--- src/rtl/rr_merge_arb_pkg.sv ---
// Native IOb bus geometry (shared interconnect macros) and the arbiter state type.
// The macros are guarded so a project-wide interconnect header can supply them instead.
`ifndef IOB_INTERCONNECT_VH
`define IOB_INTERCONNECT_VH
`define VALID_W 1
`define ADDR_W 32
`define DATA_W 32
`define STRB_W 4
`define READY_W 1
`define REQ_W (`VALID_W+`ADDR_W+`DATA_W+`STRB_W)
`define RESP_W (`DATA_W+`READY_W)
`define REQ(I) ((I)+1)*`REQ_W-1 -: `REQ_W
`define RESP(I) ((I)+1)*`RESP_W-1 -: `RESP_W
`define VALID_BIT (`REQ_W-1)
`define READY_BIT 0
`endif

package rr_merge_arb_pkg;

    localparam int REQ_W     = `REQ_W;
    localparam int RESP_W    = `RESP_W;
    localparam int VALID_POS = `VALID_BIT;
    localparam int READY_POS = `READY_BIT;

    typedef enum logic {
        IDLE = 1'b0,
        BUSY = 1'b1
    } state_t;

    // Absolute bit position of master i's valid flag in the concatenated request bus.
    function automatic int valid_pos(input int i);
        return i * REQ_W + VALID_POS;
    endfunction

endpackage

--- src/rtl/rr_merge_arb_if.sv ---
// Bundle of the master-side and slave-side IOb buses plus arbiter status.
interface rr_merge_arb_if #(
    parameter int N_MASTERS = 2
);
    localparam int P_MASTERS = $clog2(N_MASTERS);

    logic [N_MASTERS*`REQ_W-1:0]  m_req;
    logic [N_MASTERS*`RESP_W-1:0] m_resp;
    logic [`REQ_W-1:0]            s_req;
    logic [`RESP_W-1:0]           s_resp;
    logic [P_MASTERS-1:0]         grant;
    logic                         busy;

    // Arbiter side
    modport slave (
        input  m_req, s_resp,
        output m_resp, s_req, grant, busy
    );

    // Environment side: masters plus the shared slave
    modport master (
        output m_req, s_resp,
        input  m_resp, s_req, grant, busy
    );
endinterface

--- src/rtl/rr_pick.sv ---
// Rotating-priority encoder: first set bit of req scanning last+1, last+2, ... mod N_MASTERS.
module rr_pick #(
    parameter int N_MASTERS = 2,
    localparam int P_MASTERS = $clog2(N_MASTERS)
) (
    input  logic [N_MASTERS-1:0] req,
    input  logic [P_MASTERS-1:0] last,
    output logic                 found,
    output logic [P_MASTERS-1:0] idx
);

    // NOTE: every output gets a default before the loop, otherwise the
    // "nothing requested" path would infer latches on found and idx.
    always_comb begin
        found = 1'b0;
        idx   = '0;
        // Modulo keeps non-power-of-2 counts from ever producing an index >= N_MASTERS.
        for (int k = 1; k <= N_MASTERS; k++) begin
            if (!found && req[(int'(last) + k) % N_MASTERS]) begin
                found = 1'b1;
                idx   = P_MASTERS'((int'(last) + k) % N_MASTERS);
            end
        end
    end

endmodule

--- src/rtl/rr_merge_arb.sv ---
// Round-robin merge of N_MASTERS IOb masters onto one shared slave; the grant is held
// for a whole transaction and released on slave ready or master abort.
module rr_merge_arb
    import rr_merge_arb_pkg::*;
#(
    parameter int N_MASTERS = 2
) (
    input logic         clk,
    input logic         rst_n,
    rr_merge_arb_if.slave bus
);

    localparam int P_MASTERS = $clog2(N_MASTERS);

    state_t                 state_q, state_d;
    logic [P_MASTERS-1:0]   grant_q, grant_d;
    logic [P_MASTERS-1:0]   last_q, last_d;
    logic [N_MASTERS-1:0]   valid_vec;
    logic                   pick_found;
    logic [P_MASTERS-1:0]   pick_idx;
    logic [RESP_W-1:0]      slave_resp;

    for (genvar i = 0; i < N_MASTERS; i++) begin : g_valid
        assign valid_vec[i] = bus.m_req[valid_pos(i)];
    end

    assign slave_resp = bus.s_resp;

    rr_pick #(.N_MASTERS(N_MASTERS)) u_pick (
        .req   (valid_vec),
        .last  (last_q),
        .found (pick_found),
        .idx   (pick_idx)
    );

    // NOTE: state registers use non-blocking assignments so every flop samples
    // pre-edge values regardless of process evaluation order.
    always_ff @(posedge clk or negedge rst_n) begin
        if (!rst_n) begin
            state_q <= IDLE;
            grant_q <= '0;
            last_q  <= P_MASTERS'(N_MASTERS - 1);
        end else begin
            state_q <= state_d;
            grant_q <= grant_d;
            last_q  <= last_d;
        end
    end

    // Valid only reaches the grant register through the pick, so grant stays registered.
    always_comb begin
        state_d = state_q;
        grant_d = grant_q;
        last_d  = last_q;
        case (state_q)
            IDLE: begin
                if (pick_found) begin
                    grant_d = pick_idx;
                    last_d  = pick_idx;
                    state_d = BUSY;
                end
            end
            BUSY: begin
                // Completion or abort both release; the pointer already moved at grant time.
                if (slave_resp[READY_POS] || !valid_vec[grant_q]) begin
                    state_d = IDLE;
                end
            end
            default: state_d = IDLE;
        endcase
    end

    always_comb begin
        bus.s_req  = '0;
        bus.m_resp = '0;
        if (state_q == BUSY) begin
            bus.s_req                          = bus.m_req[`REQ(int'(grant_q))];
            bus.m_resp[`RESP(int'(grant_q))]   = slave_resp;
        end
    end

    assign bus.grant = grant_q;
    assign bus.busy  = (state_q == BUSY);

    a_grant_range : assert property (@(posedge clk) disable iff (!rst_n)
        int'(grant_q) < N_MASTERS && int'(last_q) < N_MASTERS);

endmodule
--- src/flat_wrapper.sv ---
// flat-port wrapper written by rule: the top's interface ports become plain ports
module rr_merge_arb_flat import rr_merge_arb_pkg::*;
#(
    parameter int N_MASTERS = 2
)
  (clk, rst_n, bus_m_req, bus_s_resp, bus_m_resp, bus_s_req, bus_grant, bus_busy);
  rr_merge_arb_if #(.N_MASTERS(N_MASTERS)) bus_i ();
  input logic clk;
  input logic rst_n;
  input wire logic [$bits(bus_i.m_req)-1:0] bus_m_req;
  input wire logic [$bits(bus_i.s_resp)-1:0] bus_s_resp;
  output wire logic [$bits(bus_i.m_resp)-1:0] bus_m_resp;
  output wire logic [$bits(bus_i.s_req)-1:0] bus_s_req;
  output wire logic [$bits(bus_i.grant)-1:0] bus_grant;
  output wire logic [$bits(bus_i.busy)-1:0] bus_busy;
  assign bus_i.m_req = bus_m_req;
  assign bus_i.s_resp = bus_s_resp;
  assign bus_m_resp = bus_i.m_resp;
  assign bus_s_req = bus_i.s_req;
  assign bus_grant = bus_i.grant;
  assign bus_busy = bus_i.busy;
  rr_merge_arb #(.N_MASTERS(N_MASTERS)) u_core (.clk(clk), .rst_n(rst_n), .bus(bus_i));
endmodule
--- config.mk ---
export PLATFORM = sky130hd
export DESIGN_NAME = rr_merge_arb_flat
export DESIGN_NICKNAME = d
export VERILOG_FILES = /design/src/rtl/rr_merge_arb_pkg.sv /design/src/rtl/rr_merge_arb_if.sv /design/src/rtl/rr_pick.sv /design/src/rtl/rr_merge_arb.sv /design/src/flat_wrapper.sv
export SDC_FILE = /design/constraint.sdc
export NUM_CORES = 1
export LEC_CHECK = 0
export ABC_CLOCK_PERIOD_IN_PS = 3000
export BUFFER_PORTS_ARGS = -buffer_cell sky130_fd_sc_hd__buf_2
export CAP_MARGIN = 30
export CORE_AREA = 2 2 119 121
export DETAILED_ROUTE_END_ITERATION = 7
export DIE_AREA = 0 0 121 123
export GPL_ROUTABILITY_DRIVEN = 0
export PLACE_DENSITY = 0.46
export RECOVER_POWER = 25
export SLEW_MARGIN = 15
export SYNTH_ARGS = -nofsm -noshare
export SYNTH_HDL_FRONTEND = slang
export SYNTH_SLANG_ARGS = --single-unit
--- constraint.sdc ---
create_clock -name clk -period 3 [get_ports clk]
set_clock_uncertainty 0.15 [all_clocks]
set_input_delay 0.15 -clock clk [delete_from_list [all_inputs] [get_ports clk]]
set_output_delay 0.15 -clock clk [all_outputs]
set_load 0.01 [all_outputs]
======== Word-level counts from Yosys, hierarchy flattened ========
Cells that the tools add are included.
word-level totals
  RAM bits ................................ 0
  memories kept ........................... 0
  register bits after elaboration ......... 3
  ROM bits ................................ 0
  output and inout bits ................... 137
  latch bits .............................. 0
  input bits .............................. 173
cells by class
  shift operators ......................... 3
  muxes and demuxes ....................... 17
  bitwise operators ....................... 4
  add/sub/neg operators ................... 6
  divide/modulo/power cells ............... 0
  $mul .................................... 2
  eq/ne operators ......................... 0
  reductions and logical operators ........ 5
  $lt $le $gt $ge ......................... 3
operators with widths
  operator                                                                      number
  206-bit by 32-bit indexed part select with 69-bit output                      1
  33-bit by 33-bit variable shift with 98-bit output, first input constant      1
  33-bit by 33-bit indexed part select with 98-bit output                       1
  69-bit 2-to-1 mux                                                             1
  66-bit AND                                                                    1
  66-bit 2-to-1 mux                                                             1
  32-bit by 2-bit subtractor with 32-bit output, second input constant          2
  32-bit negator with 33-bit output                                             1
  32-bit by 7-bit multiplier with 32-bit output, second input constant          1
  32-bit by 8-bit multiplier with 32-bit output, second input constant          1
  1-bit 2-to-1 mux                                                              14
  2-bit by 3-bit less-than comparator with 1-bit output, second input constant  2
  1-bit adder, second input constant                                            2
  1-bit by 1-bit adder with 2-bit output, second input constant                 1
  1-bit AND, first input constant                                               2
  1-bit zero test                                                               2
  1-bit by 2-bit less-than comparator with 1-bit output, second input constant  1
  1-bit one-hot mux with 2 select lines                                         1
  2-bit AND reduction                                                           1
  1-bit logical AND                                                             1
  1-bit logical OR                                                              1
  1-bit inverter                                                                1

======== Logic depth before layout (Yosys ltp) ========
Gate-level depths: netlist (run 1).
  depth after elaboration ................. 11
  depth in mapped cells ................... 5
  gate-level depth less buffers ........... 2

======== Modules after synthesis ========
A second synthesis (run 1) with hierarchy kept.
second synthesis, totals
  cells, all modules ...................... 241
  area total of the unflattened synthesis .. 1883.1 sq um
by module, submodules not included
  module        area an instance (sq um)  cells each  instances
  rr_merge_arb  1869.3                    239         1
  rr_pick       13.8                      2           1

======== Worst setup path before layout (run 1) ========
Ideal clock, no wire load.
  path kind ............................... register -> output
  from .................................... register u_core.grant_q, in the netlist u_core.bus.grant
  to ...................................... output bus_s_req[32]
  required time ........................... 2700 ps
  path slack .............................. 1577 ps
  arrival ................................. 1123 ps
  cell stages (with the launch flop) ...... 6
  path through ............................ dfrtp_1 -> buf_4 -> buf_8 -> buf_12 -> mux2i_1 -> nor2_1
between the ends
  cells in the longest elaborated chain, start to end .. 5
ends and longest elaborated chain
  element                                                         line                RTL
  start, declared                                                 rr_merge_arb.sv:16  logic [P_MASTERS-1:0] grant_q, grant_d;
  start signal, assigned                                          rr_merge_arb.sv:45  grant_q <= grant_d;
  1-bit by 1-bit adder with 2-bit output (no source line)         -
  32-bit by 8-bit multiplier with 32-bit output (no source line)  -
  32-bit by 2-bit subtractor with 32-bit output (no source line)  -
  206-bit by 32-bit indexed part select with 69-bit output        rr_merge_arb.sv:77  bus.s_req = bus.m_req[`REQ(int'(grant_q))];
  69-bit 2-to-1 mux                                               rr_merge_arb.sv:76  if (state_q == BUSY) begin
  end, declared                                                   flat_wrapper.sv:13  output wire logic [$bits(bus_i.s_req)-1:0] bus_s_req;
No other way between the ends.

======== Worst setup path in the final report (run 1) ========
  from .................................... register u_core.state_q, in the netlist u_core.bus.busy
  to ...................................... output bus_m_resp[50]
between the ends
  cells in the longest elaborated chain, start to end .. 1
ends and longest elaborated chain
  element                 line                RTL
  start, declared         rr_merge_arb.sv:15  state_t state_q, state_d;
  start signal, assigned  rr_merge_arb.sv:44  state_q <= state_d;
  66-bit 2-to-1 mux       rr_merge_arb.sv:76
  end, declared           flat_wrapper.sv:12  output wire logic [$bits(bus_i.m_resp)-1:0] bus_m_resp;
No other way between the ends.

==> results.md, run 1 <==
- Cell Area, Placed: 0.003332 mm^2
- Number of diodes: 0
- Maxcap violations: 0
- Initial DRC Count: 54
- Final setup viols: 0
- Sequential-to-total area share from yosys stat: 4.502%
- Area taken by multi-input logic gates: 0.001421 mm^2
- CTS tree: yes
- Chip width: 121 um
- Setup WS pre-CTS: 1.107 ns
- Status: finished, final reports clean
- # port buffers: 309
- Hold Path Origin: bus_m_req[137]
- Fin cells: 715
- Synth Area in Adders: 0%
- Hold Crit Class: in2reg
- Fin. max-slew vios: 0
- Syn nets: 415
- Die span in y: 123 um
- Detailed placement HPWL: 6.806 mm
- Placed cell count: 709
- Postcts setup bufs: 0
- Post-Route Setup TNS: 0 ns
- Worst setup SP type: flip-flop
- Reg2reg setup slack: 1.12 ns
- Vias in the first global route: 2473
- CTS Hold Bufs: 2
- Synth Warn #: 0
- Post-synthesis compound-gate area fraction: 1.402%
- GRT met2 Usage: 19.03%
- Hold endpoint: u_core.bus.grant$_DFFE_PN0P_
- Hold path cells: 2
- Clock latency on the worst-skew pair: 0.22 ns
- RSZ-0062 raised after global routing: false
- Fin crit period: 2.283 ns
- Row count: 43
- Slew Limit Headroom: 17.44%
- Largest net degree at the start of global routing: 55
- Largest family of logic cells by synthesized area: simple AND/OR/NAND/NOR gates
- # H-tree levels: 1
- Crit Reg-Reg Startpoint: u_core.bus.busy$_DFF_PN0_
- First-pass GRT wire length: 11.55 mm
- Initial antenna violation count: 0
- Critical Path End Type: output pin
- Via count: 2736
- M1 GR Usage: 9.875%
- Total congestion overflow: 0
- Nets@finish: 709
- Pwr/cell area: 648.8 mW/mm^2
- Post-Synth XOR/XNOR Area: 0%
- Share of cells above drive strength 1: 54.39%
- Kind of critical path: reg2out
- Routed wire length: 8.112 mm
- Gr usage total: 9.197%
- CTS resizes: 0
- Leakage: 2.203 nW
- Final Total Pwr: 2.201 mW
- CTS clk-pin slew, worst paths: 0.03 ns
- Req. time, crit path: 2.70 ns
- Synth cell types: 20
- Period utilization: 76.09%
- Initial Utilization: 12.46%
- TritonRoute pass-1 iters: 4
- Post-route ant nets: 0
- Endpoints failing hold: 0
- Area grow syn2layout: 100.1%
- Cell area after synthesis: 0.001695 mm^2
- Core Footprint: 0.01361 mm^2
- Syn avg cell area: 7.006 um^2
- Die ar.: 0.01488 mm^2
- FF/Latch Area: 80.08 um^2
- I/O pins: 310
- Post-synthesis register bit count: 3
- Clock Path Buffers: 2
- FF-to-FF path depth: 3
- DRC errors left: 0
- Fmax: 0.4381 GHz
- Drt wl/cell: 11.35 um
- Met3 usage: 1.614%
- Design area: 0.003392 mm^2
- CTS root buffer: clkbuf_16
- Vias per inst: 3.827
- Capture point of the worst reg-to-reg path: u_core.bus.grant$_DFFE_PN0P_
- CP arrival: 1.98 ns
- Clock Sinks: 3
- # fillers: 1565
- Worst-margin pin slew: 1.238 ns
- Crit-path max FO: 37
- Mux contribution to synthesized area: 40.74%
- Clock buffer count from CTS: 3
- VDD IR max: 0.4040 mV
- GRT busiest layer: met2
- Simple-gate portion of the synthesized area: 41.70%
- Final setup margin: 0.7172 ns
- Gate Count Post-Synth: 242
[critical path: stages, from the launching register on]
cell and delay, ns:
dfrtp_1 0.36, clkbuf_1 0.92, and3_1 0.32, buf_2 0.14
[sequential cells by signal, indices dropped and copies added (netlist names)]
signal	flops
u_core.bus.busy	1
u_core.last_q	1
u_core.bus.grant	1
[Yosys cell counts]
library cell,number,area [um^2]
nor2b_4,1,13.76
dfrtp_1,2,50.05
a21o_1,1,7.510
and3_1,33,206.5
dfstp_2,1,26.28
buf_2,2,10.01
o22ai_1,1,6.260
buf_8,2,30.03
nor2_1,70,262.8
buf_12,3,60.06
and2_1,33,206.5
inv_2,1,3.750
buf_4,5,37.54
a32o_1,1,10.01
nor3b_1,1,7.510
nand2b_1,1,6.260
nand2_1,1,3.750
mux2i_1,69,690.7
clkbuf_2,3,15.01
clkbuf_1,11,41.29
[cell families after synthesis]
group	count (synthesis)
buf+inv	27
simple gates	140
flops	3
mux	69
compound gates	3
[layout by cell type (no fill, tap or decap)]
cell type	netlist	routed
buf_2	2	281
nor2_1	70	70
mux2i_1	69	69
and3_1	33	33
and2_1	33	33
clkbuf_1	11	30
clkbuf_16	0	3
dlygate4sd3_1	0	2
buf_12	3	2
nor2b_4	1	1
inv_2	1	1
o22ai_1	1	1
nand2b_1	1	1
nor3b_1	1	1
a21o_1	1	1
nand2_1	1	1
a32o_1	1	1
buf_4	5	1
dfrtp_1	2	1
dfrtp_4	0	1
dfstp_2	1	1
[through the flow]
stage	hold WS, ns	utilization (%)
6_report	0.09938	24.92
2_1_floorplan	-0.2956	-
3_3_place_gp	-0.2025	24.48
4_1_cts	0.09614	25.20
3_5_place_dp	-0.1993	24.48
5_1_grt	0.1172	24.92
[metal layers]
layer,vias up,share of wire [%]
li1,1398,-
met1,1186,36
met2,152,54
met3,0,10
met4,0,0
met5,-,0
[final cells by class]
| class | instances | area share (%) |
|---|---|---|
| flip-flops and latches | 3 | 2.361 |
| repair buffers | 315 | 46.66 |
| clock buffers | 4 | 2.324 |
| multi-input cells | 212 | 41.90 |
| inverters | 1 | 0.1107 |
| well taps | 180 | 6.640 |
[report_power, final]
group	total (mW)	internal (mW)	switching (mW)
logic	1.84	0.846	0.990
clock network	0.210	0.175	0.0347
registers	0.155	0.0667	0.0881
total	2.20	1.09	1.11
[how the worst max path moves through the flow]
stage	from	end	slack [ns]	cells past startpoint
after floorplan	u_core.bus.grant$_DFFE_PN0P_	bus_s_req[32]	1.58	5
after global placement	u_core.bus.grant$_DFFE_PN0P_	bus_s_req[42]	1.11	4
after detailed placement	u_core.bus.grant$_DFFE_PN0P_	bus_s_req[42]	1.11	4
after CTS	u_core.bus.grant$_DFFE_PN0P_	bus_s_req[42]	0.87	4
after global routing	u_core.bus.busy$_DFF_PN0_	bus_m_resp[50]	0.58	3
final	u_core.bus.busy$_DFF_PN0_	bus_m_resp[50]	0.72	3
Power figures use the tool's default switching activity.
==> run 2, diff against run 1 <==
--- a/config.mk
+++ b/config.mk
@@ -5,12 +5,12 @@
 export SDC_FILE = /design/constraint.sdc
 export NUM_CORES = 1
 export LEC_CHECK = 0
-export ABC_CLOCK_PERIOD_IN_PS = 3000
+export ABC_CLOCK_PERIOD_IN_PS = 2300
 export BUFFER_PORTS_ARGS = -buffer_cell sky130_fd_sc_hd__buf_2
 export CAP_MARGIN = 30
-export CORE_AREA = 2 2 119 121
+export CORE_AREA = 2 2 120 122
 export DETAILED_ROUTE_END_ITERATION = 7
-export DIE_AREA = 0 0 121 123
+export DIE_AREA = 0 0 122 124
 export GPL_ROUTABILITY_DRIVEN = 0
 export PLACE_DENSITY = 0.46
 export RECOVER_POWER = 25
==> constraint.sdc (replaced) <==
create_clock -name clk -period 2.3 [get_ports clk]
set_clock_uncertainty 0.15 [all_clocks]
set_input_delay 0.115 -clock clk [delete_from_list [all_inputs] [get_ports clk]]
set_output_delay 0.115 -clock clk [all_outputs]
set_load 0.01 [all_outputs]
==> results.md, run 2 (synthesized netlist as in run 1, its figures left out) <==
- Initial antenna violation count: 0 (unchanged)
- # fillers: 1573 (+0.51%)
- Vias in the first global route: 2425 (-1.9%)
- Fin. max-slew vios: 0 (unchanged)
- Die span in y: 124 um (+0.81%)
- Gr usage total: 9.000% (-0.20 points)
- TritonRoute pass-1 iters: 4 (unchanged)
- Fin crit period: 2.100 ns
- Clock Sinks: 3 (unchanged)
- Clock buffer count from CTS: 3 (unchanged)
- DRC errors left: 0 (unchanged)
- Routed wire length: 8.368 mm (+3.2%)
- Clock latency on the worst-skew pair: 0.22 ns (about the same)
- Slew Limit Headroom: 60.22% (+43 points)
- CTS resizes: 0 (unchanged)
- Share of cells above drive strength 1: 54.46% (+0.068 points)
- Crit-path max FO: 35 (-5.4%)
- Total congestion overflow: 0 (unchanged)
- Hold slack: 0.05776 ns (-0.04162 ns)
- Via count: 2708 (-1.0%)
- Fin cells: 718 (+0.42%)
- Post-route ant nets: 0 (unchanged)
- Initial Utilization: 12.36% (-0.098 points)
- Chip width: 122 um (+0.83%)
- CTS clk-pin slew, worst paths: 0.03 ns (about the same)
- Drt wl/cell: 11.65 um (+2.7%)
- Area grow syn2layout: 100.6%
- Worst-margin pin slew: 0.5966 ns (-0.6418 ns)
- First-pass GRT wire length: 11.32 mm (-2.0%)
- # port buffers: 309 (unchanged)
- Clock Path Buffers: 2 (unchanged)
- Fmax: 0.4762 GHz
- Design area: 0.003401 mm^2 (+0.26%)
- Postcts setup bufs: 0 (unchanged)
- FF-to-FF path depth: 3 (unchanged)
- Cell Area, Placed: 0.003342 mm^2 (+0.30%)
- Core Footprint: 0.01372 mm^2 (+0.79%)
- Most common cell after layout, fill and taps aside: buf_2
- Most frequent cells in the layout: buf_2 (279), nor2_1 (70), mux2i_1 (69)
- Hold Crit Class: in2reg
- Final setup viols: 0 (unchanged)
- Die ar.: 0.01513 mm^2 (+1.6%)
- Hold path cells: 2 (unchanged)
- Req. time, crit path: 2.04 ns (-0.66 ns)
- Worst setup SP type: flip-flop
- Initial DRC Count: 96 (+78%)
- Pwr/cell area: 849.9 mW/mm^2 (+31%)
- Kind of critical path: reg2out
- I/O pins: 310 (unchanged)
- Nets@finish: 712 (+0.42%)
- Placed cell count: 712 (+0.42%)
- Critical Path End Type: output pin
- Status: finished, final reports clean
- Number of diodes: 0 (unchanged)
- Detailed placement HPWL: 6.913 mm (+1.6%)
- Maxcap violations: 0 (unchanged)
- # H-tree levels: 1 (unchanged)
- Endpoints failing hold: 0 (unchanged)
- Vias per inst: 3.772 (-1.4%)
- VDD IR max: 0.3920 mV (-3.0%)
- Post-Route Setup TNS: 0 ns (unchanged)
- CTS tree: yes
- Row count: 43 (unchanged)
- Largest net degree at the start of global routing: 49 (-11%)
- CTS root buffer: clkbuf_16
- CTS Hold Bufs: 2 (unchanged)
- CP arrival: 1.84 ns (-0.14 ns)
- Period utilization: 91.31%
- Leakage: 2.213 nW (+0.47%)
- RSZ-0062 raised after global routing: false
-- run 2: cell count changes in the layout (fill, tap and decap cells not counted) --
| cell | previous run | this run |
|---|---|---|
| clkbuf_1 | 30 | 31 |
| buf_4 | 1 | 5 |
| clkbuf_2 | 0 | 1 |
| buf_12 | 2 | 1 |
| buf_2 | 281 | 279 |
-- run 2: critical path, stage by stage (launching register included) --
cell and delay (ns):
dfrtp_4 0.79, buf_4 0.37, mux2i_1 0.22, nor2_1 0.05, buf_2 0.16
-- run 2: layout make-up --
class / instances / area (um^2) / share of cell area, %
timing repair buffer: 318 / 1592 / 46.80
inverter: 1 / 3.754 / 0.1104
clock buffer: 4 / 78.83 / 2.318
multi-input combinational: 212 / 1421 / 41.80
tap: 180 / 225.2 / 6.623
sequential: 3 / 80.08 / 2.355
-- run 2: path summary, 6_finish.rpt --
path	startpoint	end	slack (ns)
setup / recovery	u_core.bus.grant$_DFFE_PN0P_	bus_s_req[20]	0.20
hold / removal	bus_m_req[137]	u_core.bus.grant$_DFFE_PN0P_	0.06
setup reg to reg	u_core.bus.busy$_DFF_PN0_	u_core.bus.grant$_DFFE_PN0P_	0.76
hold reg to reg	u_core.last_q$_DFFE_PN1P_	u_core.last_q$_DFFE_PN1P_	0.37
max in group asynchronous	rst_n	u_core.last_q$_DFFE_PN1P_	1.68
min in group asynchronous	rst_n	u_core.bus.grant$_DFFE_PN0P_	0.08
-- run 2: per-stage QoR --
| step | util (%) | power [mW] | setup WS (ns) |
|---|---|---|---|
| 2_1_floorplan | - | 1.895 | 0.9120 |
| 3_3_place_gp | 24.36 | 2.707 | 0.4076 |
| 3_5_place_dp | 24.36 | 2.684 | 0.4038 |
| 4_1_cts | 25.08 | 2.974 | 0.1692 |
| 5_1_grt | 24.79 | 3.144 | 0.04484 |
| 6_report | 24.79 | 2.890 | 0.1999 |
-- run 2: layer usage --
metal | GRT usage (%) | share of wire (%)
met2 | 17.28 | 52
met4 | 1.652 | 0.84
met3 | 1.282 | 9.0
met5 | 0 | 0
met1 | 10.63 | 38
-- run 2: power by group --
part,leakage [nW],total (mW),internal (mW),switching [mW]
Combinational,2.14,2.38,1.11,1.27
Sequential,0.0328,0.241,0.0860,0.155
Clock,0.0382,0.275,0.229,0.0460
